**config.mk**
```make
export PLATFORM = sky130hd
export DESIGN_NAME = uart_tx_fifo_drain
export DESIGN_NICKNAME = d
export VERILOG_FILES = /design/src/rtl/uart_tx_fifo_drain.sv
export SDC_FILE = /design/constraint.sdc
export NUM_CORES = 1
export LEC_CHECK = 0
export ABC_AREA = 1
export CAP_MARGIN = 20
export CORE_ASPECT_RATIO = 0.5
export CORE_MARGIN = 2
export CORE_UTILIZATION = 30
export DETAILED_ROUTE_END_ITERATION = 7
export PLACE_DENSITY = 0.54
export SLEW_MARGIN = 20
export SYNTH_ARGS = -nofsm -noshare
export SYNTH_HDL_FRONTEND = slang
export SYNTH_SLANG_ARGS = --single-unit
```
**constraint.sdc**
```tcl
create_clock -name clk -period 1.65 [get_ports clk]
set_input_delay 0.165 -clock clk [delete_from_list [all_inputs] [get_ports clk]]
set_output_delay 0.165 -clock clk [all_outputs]
set_load 0.05 [all_outputs]
```
**src/rtl/uart_tx_fifo_drain.sv**
```systemverilog
// UART 8N1 transmitter draining a registered-read FIFO onto a tx line.
// Ports: clk, rst (async low), fifo_empty/fifo_dout in; fifo_pop, tx, busy, frame_done out.
module uart_tx_fifo_drain #(
  parameter int CLKS_PER_BIT = 868,
  parameter int DATA_WIDTH   = 8,
  parameter int STOP_BITS    = 1
) (
  input  logic                  clk,
  input  logic                  rst,
  input  logic                  fifo_empty,
  input  logic [DATA_WIDTH-1:0] fifo_dout,
  output logic                  fifo_pop,
  output logic                  tx,
  output logic                  busy,
  output logic                  frame_done
);

  localparam int CW = $clog2(CLKS_PER_BIT);
  localparam int BW = $clog2(DATA_WIDTH) + 1;

  localparam logic [CW-1:0] CNT_LAST = CW'(CLKS_PER_BIT - 1);
  localparam logic [CW-1:0] CNT_PRE  = CW'(CLKS_PER_BIT - 2);
  localparam logic [BW-1:0] DAT_LAST = BW'(DATA_WIDTH - 1);
  localparam logic [BW-1:0] STP_LAST = BW'(STOP_BITS - 1);

  typedef enum logic [2:0] {
    IDLE,
    POP,
    LOAD,
    START,
    DATA,
    STOP
  } state_e;

  state_e                state_q;
  logic [CW-1:0]         baud_q;
  logic [BW-1:0]         bit_q;
  logic [DATA_WIDTH-1:0] shift_q;
  logic                  tx_q;
  logic                  pop_q;
  logic                  busy_q;
  logic                  done_q;

  // Outputs are registered with the value belonging to the next state.
  // bit_q doubles as the stop-bit counter while in STOP.
  always_ff @(posedge clk or negedge rst) begin
    if (!rst) begin
      state_q <= IDLE;
      baud_q  <= '0;
      bit_q   <= '0;
      shift_q <= '0;
      tx_q    <= 1'b1;
      pop_q   <= 1'b0;
      busy_q  <= 1'b0;
      done_q  <= 1'b0;
    end else begin
      pop_q  <= 1'b0;
      done_q <= 1'b0;
      unique case (state_q)
        IDLE: begin
          if (!fifo_empty) begin
            state_q <= POP;
            pop_q   <= 1'b1;
            busy_q  <= 1'b1;
          end
        end
        POP: begin
          state_q <= LOAD;
        end
        LOAD: begin
          // fifo_dout is valid only in this cycle
          shift_q <= fifo_dout;
          baud_q  <= '0;
          bit_q   <= '0;
          tx_q    <= 1'b0;
          state_q <= START;
        end
        START: begin
          if (baud_q == CNT_LAST) begin
            baud_q  <= '0;
            bit_q   <= '0;
            tx_q    <= shift_q[0];
            state_q <= DATA;
          end else begin
            baud_q <= baud_q + 1'b1;
          end
        end
        DATA: begin
          if (baud_q == CNT_LAST) begin
            baud_q  <= '0;
            shift_q <= shift_q >> 1;
            if (bit_q == DAT_LAST) begin
              bit_q   <= '0;
              tx_q    <= 1'b1;
              state_q <= STOP;
            end else begin
              bit_q <= bit_q + 1'b1;
              tx_q  <= shift_q[1];
            end
          end else begin
            baud_q <= baud_q + 1'b1;
          end
        end
        STOP: begin
          // set one edge early so the pulse sits on the last stop cycle
          if (baud_q == CNT_PRE && bit_q == STP_LAST) begin
            done_q <= 1'b1;
          end
          if (baud_q == CNT_LAST) begin
            baud_q <= '0;
            if (bit_q == STP_LAST) begin
              bit_q   <= '0;
              busy_q  <= 1'b0;
              state_q <= IDLE;
            end else begin
              bit_q <= bit_q + 1'b1;
            end
          end else begin
            baud_q <= baud_q + 1'b1;
          end
        end
        default: begin
          state_q <= IDLE;
          tx_q    <= 1'b1;
          busy_q  <= 1'b0;
        end
      endcase
    end
  end

  assign fifo_pop   = pop_q;
  assign tx         = tx_q;
  assign busy       = busy_q;
  assign frame_done = done_q;

endmodule
```
==> flow_metrics.tcl, run 1 <==
set metrics [dict create \
    r2r_setup_slack_ns 0.12 \
    first_iter_violations 58 \
    cts_buffer_depth 2 \
    cts-root-buf "clkbuf_16" \
    r2r_cells 7 \
    numCtsBuffers 5 \
    arrival_ns 1.38 \
    drc_errors 0 \
    ys_ff_latch 29 \
    netlist.area_leader.share 0.4133 \
    ctsResizeCount 0 \
    finalCriticalPeriod_ns 1.547 \
    dr.pass1.iters 4 \
    r2r_start "state_q[1]" \
    htreeDepth 2 \
    ys.flop_type "dfrtp_1" \
    grt_max_degree 30 \
    critPathLaunchType "flip-flop" \
    max-slew-margin-rel 0.6710 \
    status "finished, final reports clean" \
    insertion_delay_ns 0.27 \
    ys_warn_count 0 \
    fill_cells 586 \
    antenna_left 0 \
    syn_area_per_cell_um2 7.603 \
    synth_edf_count 0 \
    die_width_um 110.3 \
    ff_latch_area_um2 728.2 \
    multiInputGateArea_um2 897.1 \
    synth_area_leader_cell "dfrtp_1" \
    num_antenna_cells 0 \
    cts_setup_buffers 0 \
    cp_max_fo 1 \
    slew_violations 0 \
    dpl-instance-area_um2 1978 \
    post-dp-hpwl_um 2734 \
    io_buffer_count 14 \
    die_y_um 57.16 \
    synth_compound_area_frac 0.09299 \
    critPathBufInv 1 \
    slowest_delay_ns 0.79 \
    dieArea_um2 6305 \
    rsz0062_at_grt "no" \
    track_usage 0.1362 \
    seq_area_frac_synth 0.4288 \
    ctsHoldBuffers 0 \
    crit_chain "clkdlybuf4s50_1" \
    io_pins 15 \
    crit_type "flip-flop to output port" \
    synthMuxAreaShare 0 \
    setup_violations 0 \
    synth_nets 238 \
    synth-simple-area-share 0.3646 \
    grt_overflow_total 0 \
    cts_sinks 29 \
    grt_pass1_vias 1442 \
    vias_per_cell 4.617 \
    synth_xor_area_frac 0.03100 \
    setup_tns_ns 0 \
    power_density_nw_per_um2 1693 \
    synthAdderAreaFrac 0.02952 \
    worstPathRequired_ns 1.48 \
    regToRegEndpoint "bit_q[2]" \
    synth_top_family_by_area "simple AND/OR/NAND/NOR gates" \
    final_nets 267 \
    fmax_ghz 0.6464 \
    layout_worst_path_cycle_share 0.9376 \
    crit_path_end_kind "output port" \
    path_clk_slew_ns 0.05 \
    critPathTopFamily "buffers and inverters" \
    fin_area_um2 2156 \
    core_um2 5468 \
    drive_above_1_share 0.1700 \
    skew_ns 0.003475 \
    synthTopCellsByCount "nand2_1 (83), dfrtp_1 (28), nand3_1 (20)" \
    netlist_area_um2 1695 \
    grt_pass1_wl_um 6630 \
    wl_um 3659 \
    num_rows 19 \
    netlist_top_cells_area "dfrtp_1 (41%), nand2_1 (18%), nand3_1 (5.9%)" \
    tightest_slew_ns 0.4919 \
    cellLeakagePower_uw 0.001066 \
    hold_viol_final 0 \
    vdd_drop_max_uv 560.9 \
    gp_congestion 0.8176 \
    avgRoutedWirePerCell_um 11.22 \
    antenna_found_initial 0 \
    hp-class "primary input to asynchronous set/reset pin" \
    ys_types 28 \
    synthArstFlopShare 1.000 \
    synth_most_common_cell "nand2_1" \
    cts_tree "yes" \
    netlist_instances 223 \
    area_growth_pct 27.16 \
    slowest_stage "clkdlybuf4s50_1" \
    initial_utilization 0.3101 \
    via_count 1505 \
    drv_cap 0 \
]
metrics by stage:
step / worst slack (ns) / total power [µW] / utilization / hold slack, ns / cells
final: 0.1029 / 3649 / 0.3943 / 0.2869 / 326
after global routing: 0.001350 / 3975 / 0.3943 / 0.3260 / 326
after CTS: 0.04602 / 3670 / 0.3906 / 0.2968 / 326
after detailed placement: 0.04529 / 2713 / 0.3618 / 0.4637 / 318
after global placement: 0.04943 / 2703 / 0.3618 / 0.4618 / 318
after floorplan: 0.2666 / 2265 / - / -0.1306 / 223
flip-flops by register name, summed over array words and instances, names as in the netlist:
register	cells
busy	1
state_q	3
frame_done	1
bit_q	4
shift_q	8
tx	1
baud_q	10
fifo_pop	1
layout by cell type (no fill, tap or decap):
cell,n
nor2_2,1
a21oi_4,1
clkbuf_16,5
ha_2,1
nand3_1,20
o22ai_1,3
a21oi_1,3
nor4_1,1
o21ai_0,11
nand4_1,2
xor2_1,5
clkinv_2,1
buf_4,11
nor3_2,2
clkbuf_8,2
clkdlybuf4s50_1,12
nand2_2,4
nand2_1,83
dfstp_2,1
nor2_1,12
inv_1,17
dfrtp_2,1
o21ai_1,3
ha_1,3
nor2_4,4
nand3b_1,2
xnor2_1,1
nand2_4,3
a31oi_1,1
a21oi_2,2
inv_2,4
dfrtp_1,27
nor3_1,2
o21bai_1,1
o211a_1,1
kinds of logic (layout without fill, tap and decap cells):
logic type	count (synthesis)	in the layout
AOI/OAI and AO/OA	26	26
xor gates and xnor gates	6	6
adders and majority gates	4	4
buffers and inverters	22	52
DFF	29	29
and+or+nand+nor	136	136
report_power, final:
part           internal (µW)  leakage, µW  switching, µW
Clock                    637    0.0000799            297
Sequential               940     0.000378            195
Combinational            569     0.000608           1010
Total                   2150      0.00107           1500
worst max path at each step:
stage	slack, ns	startpoint	to	cells past startpoint
3_3_place_gp	0.05	state_q[0]	bit_q[2]	6
2_1_floorplan	0.27	baud_q[1]	state_q[2]	8
4_1_cts	0.05	state_q[0]	bit_q[2]	6
5_1_grt	0.001	state_q[1]	bit_q[3]	7
3_5_place_dp	0.05	state_q[0]	bit_q[2]	6
6_report	0.10	frame_done	frame_done	1
layout make-up:
type	count	share of cell area
Inverter	21	0.03656
Clock inverter	1	0.002322
Multi-Input combinational cell	172	0.4161
Clock buffer	7	0.07081
Sequential cell	29	0.3378
Tap cell	73	0.04237
Timing Repair Buffer	23	0.09402
metal layers:
layer,share of wire,wire (µm),global-route usage
met1,0.53,1957,0.1940
met2,0.42,1537,0.2042
met3,0.032,117,0.03429
met4,0.013,47,0.04286
met5,0,0,0
(Power assumes the default switching activity.)
==> inputs of run 2 (changes only) <==
==> constraint.sdc (replaced) <==
create_clock -name clk -period 1.65 [get_ports clk]
set_input_delay 0.165 -clock clk [delete_from_list [all_inputs] [get_ports clk]]
set_output_delay 0.165 -clock clk [all_outputs]
set_load 0.005 [all_outputs]
==> flow_metrics.tcl, run 2 (synthesized netlist as in run 1, its figures left out) <==
set metrics [dict create \
    vias_per_cell 4.640 \
    critPathLaunchType "flip-flop" \
    post-place-ws_ns 0.06757 \
    fmax_ghz 0.6624 \
    layout_common_cells "nand2_1 (83), dfrtp_1 (25), nand3_1 (20)" \
    numCtsBuffers 5 \
    post-dp-hpwl_um 2808 \
    final_core_util 0.3957 \
    htreeDepth 2 \
    via_count 1508 \
    rsz0062_at_grt "yes" \
    core_um2 5468 \
    finalCriticalPeriod_ns 1.510 \
    worst_path_most_repeated_cell "nand2_1" \
    num_rows 19 \
    cellLeakagePower_uw 0.001052 \
    startpoint "state_q[1]" \
    whs_ns 0.2728 \
    first_iter_violations 103 \
    cts_sinks 29 \
    worstPathRequired_ns 1.86 \
    io_pins 15 \
    arrival_ns 1.72 \
    crit_path_end_kind "flip-flop" \
    initial_utilization 0.3101 \
    slew_violations 0 \
    largest_register "baud_q" \
    wl_um 3774 \
    drive_above_1_share 0.1627 \
    grt_overflow_total 0 \
    seq_power_share 0.324 \
    largest_reg_flops 10 \
    die_y_um 57.16 \
    cp_max_fo 8 \
    path_clk_slew_ns 0.05 \
    power.internal_uw 2103 \
    drc_errors 0 \
    power_density_nw_per_um2 1642 \
    area_growth_pct 27.60 \
    grt_pass1_vias 1478 \
    antenna_found_initial 0 \
    max-slew-margin-rel 0.7526 \
    setup_ws_ns 0.1403 \
    antenna_left 0 \
    cts_buffer_depth 2 \
    slowest_delay_ns 0.45 \
    dr.pass1.iters 4 \
    slowest_stage "dfrtp_2" \
    layout_worst_path_cycle_share 0.9150 \
    layout_commonest_cell "nand2_1" \
    grt_pass1_wl_um 6844 \
    crit_type "flip-flop to flip-flop" \
    ctsHoldBuffers 0 \
    r2r_start "state_q[1]" \
    io_buffer_count 14 \
    status "finished, final reports clean" \
    sw_frac_of_total 0.4079 \
    skew_ns 0.006704 \
    hp-class "primary input to asynchronous set/reset pin" \
    crit_chain "inv_2 -> nand2_2 -> nor2_4 -> nand2_1 -> nand2_1 -> nand2_1 -> nand3b_1 -> nand2_1" \
    setup_violations 0 \
    combPwrFrac 0.433 \
    dieArea_um2 6305 \
    die_width_um 110.3 \
    hold_viol_final 0 \
    grt_max_degree 30 \
    pwr-share-clk 0.242 \
    cts-root-buf "clkbuf_16" \
    drv_cap 0 \
    vdd_drop_max_uv 510.1 \
    gp_congestion 0.7818 \
    tightest_slew_ns 0.3711 \
    final_nets 266 \
    num_antenna_cells 0 \
    cts_tree "yes" \
    largestRegisters "baud_q x10, shift_q x8, bit_q x4" \
    setup_tns_ns 0 \
    avgRoutedWirePerCell_um 11.61 \
    insertion_delay_ns 0.28 \
    track_usage 0.1414 \
    switchingPower_uw 1449 \
]
-- run 2: changes by cell type in the layout (fill, tap and decap cells not counted), moves of 2 or more --
cell | previous run | this run
buf_4 | 11 | 7
clkbuf_8 | 2 | 0
clkdlybuf4s50_1 | 12 | 14
dfrtp_1 | 27 | 25
dfrtp_2 | 1 | 3
-- run 2: worst paths after layout --
path / depth (start not counted) / end / slack (ns)
setup / recovery: 8 / bit_q[1] / 0.14
hold / removal: 2 / baud_q[4] / 0.27
setup reg to reg: 8 / bit_q[1] / 0.14
hold reg to reg: 2 / tx / 0.47
max in group asynchronous: 2 / tx / 1.06
min in group clk: 2 / tx / 0.47
-- run 2: through the flow --
step | total power, µW | instances | cell area (µm²)
global route | 3901 | 325 | 2163
global placement | 2632 | 317 | 1988
CTS | 3526 | 325 | 2127
detailed placement | 2650 | 317 | 1988
floorplan | 2165 | 223 | 1695
finish | 3551 | 325 | 2163
-- run 2: cell type report --
cell class	instances	area (µm²)
inverters	21	78.83
multi-input cells	172	910.9
fillers	562	3304
flip-flops and latches	29	730.7
repair buffers	22	212.7
clock buffers	6	128.9
clock inverters	2	10.01
well taps	73	91.34
-- run 2: metal layers --
layer,vias up,routed length [µm],track usage
li1,780,-,-
met1,703,1927,0.1980
met2,23,1682,0.2138
met3,2,145,0.03314
met4,0,19,0.05357
met5,-,0,0
-- run 2: power by group through the flow --
stage                     logic (µW)  registers [µW]  clock network, µW
after floorplan                 1090            1080                  0
after global placement          1490            1140                  0
after detailed placement        1510            1140                  0
after CTS                       1510            1140                878
after global routing            1810            1180                912
final                           1540            1150                861
-- run 2: critical path, delay by kind of cell (launching register included) --
family	cells	cell delay, ns
DFF	1	0.45
and+or+nand+nor	7	0.89
buffers and inverters	1	0.11
-- run 2: what timing repair did --
| item | CTS | global route |
|---|---|---|
| buffers inserted | 0 | 0 |
| setup endpoints to repair | 0 | 20 |
| resized for setup | 0 | 10 |
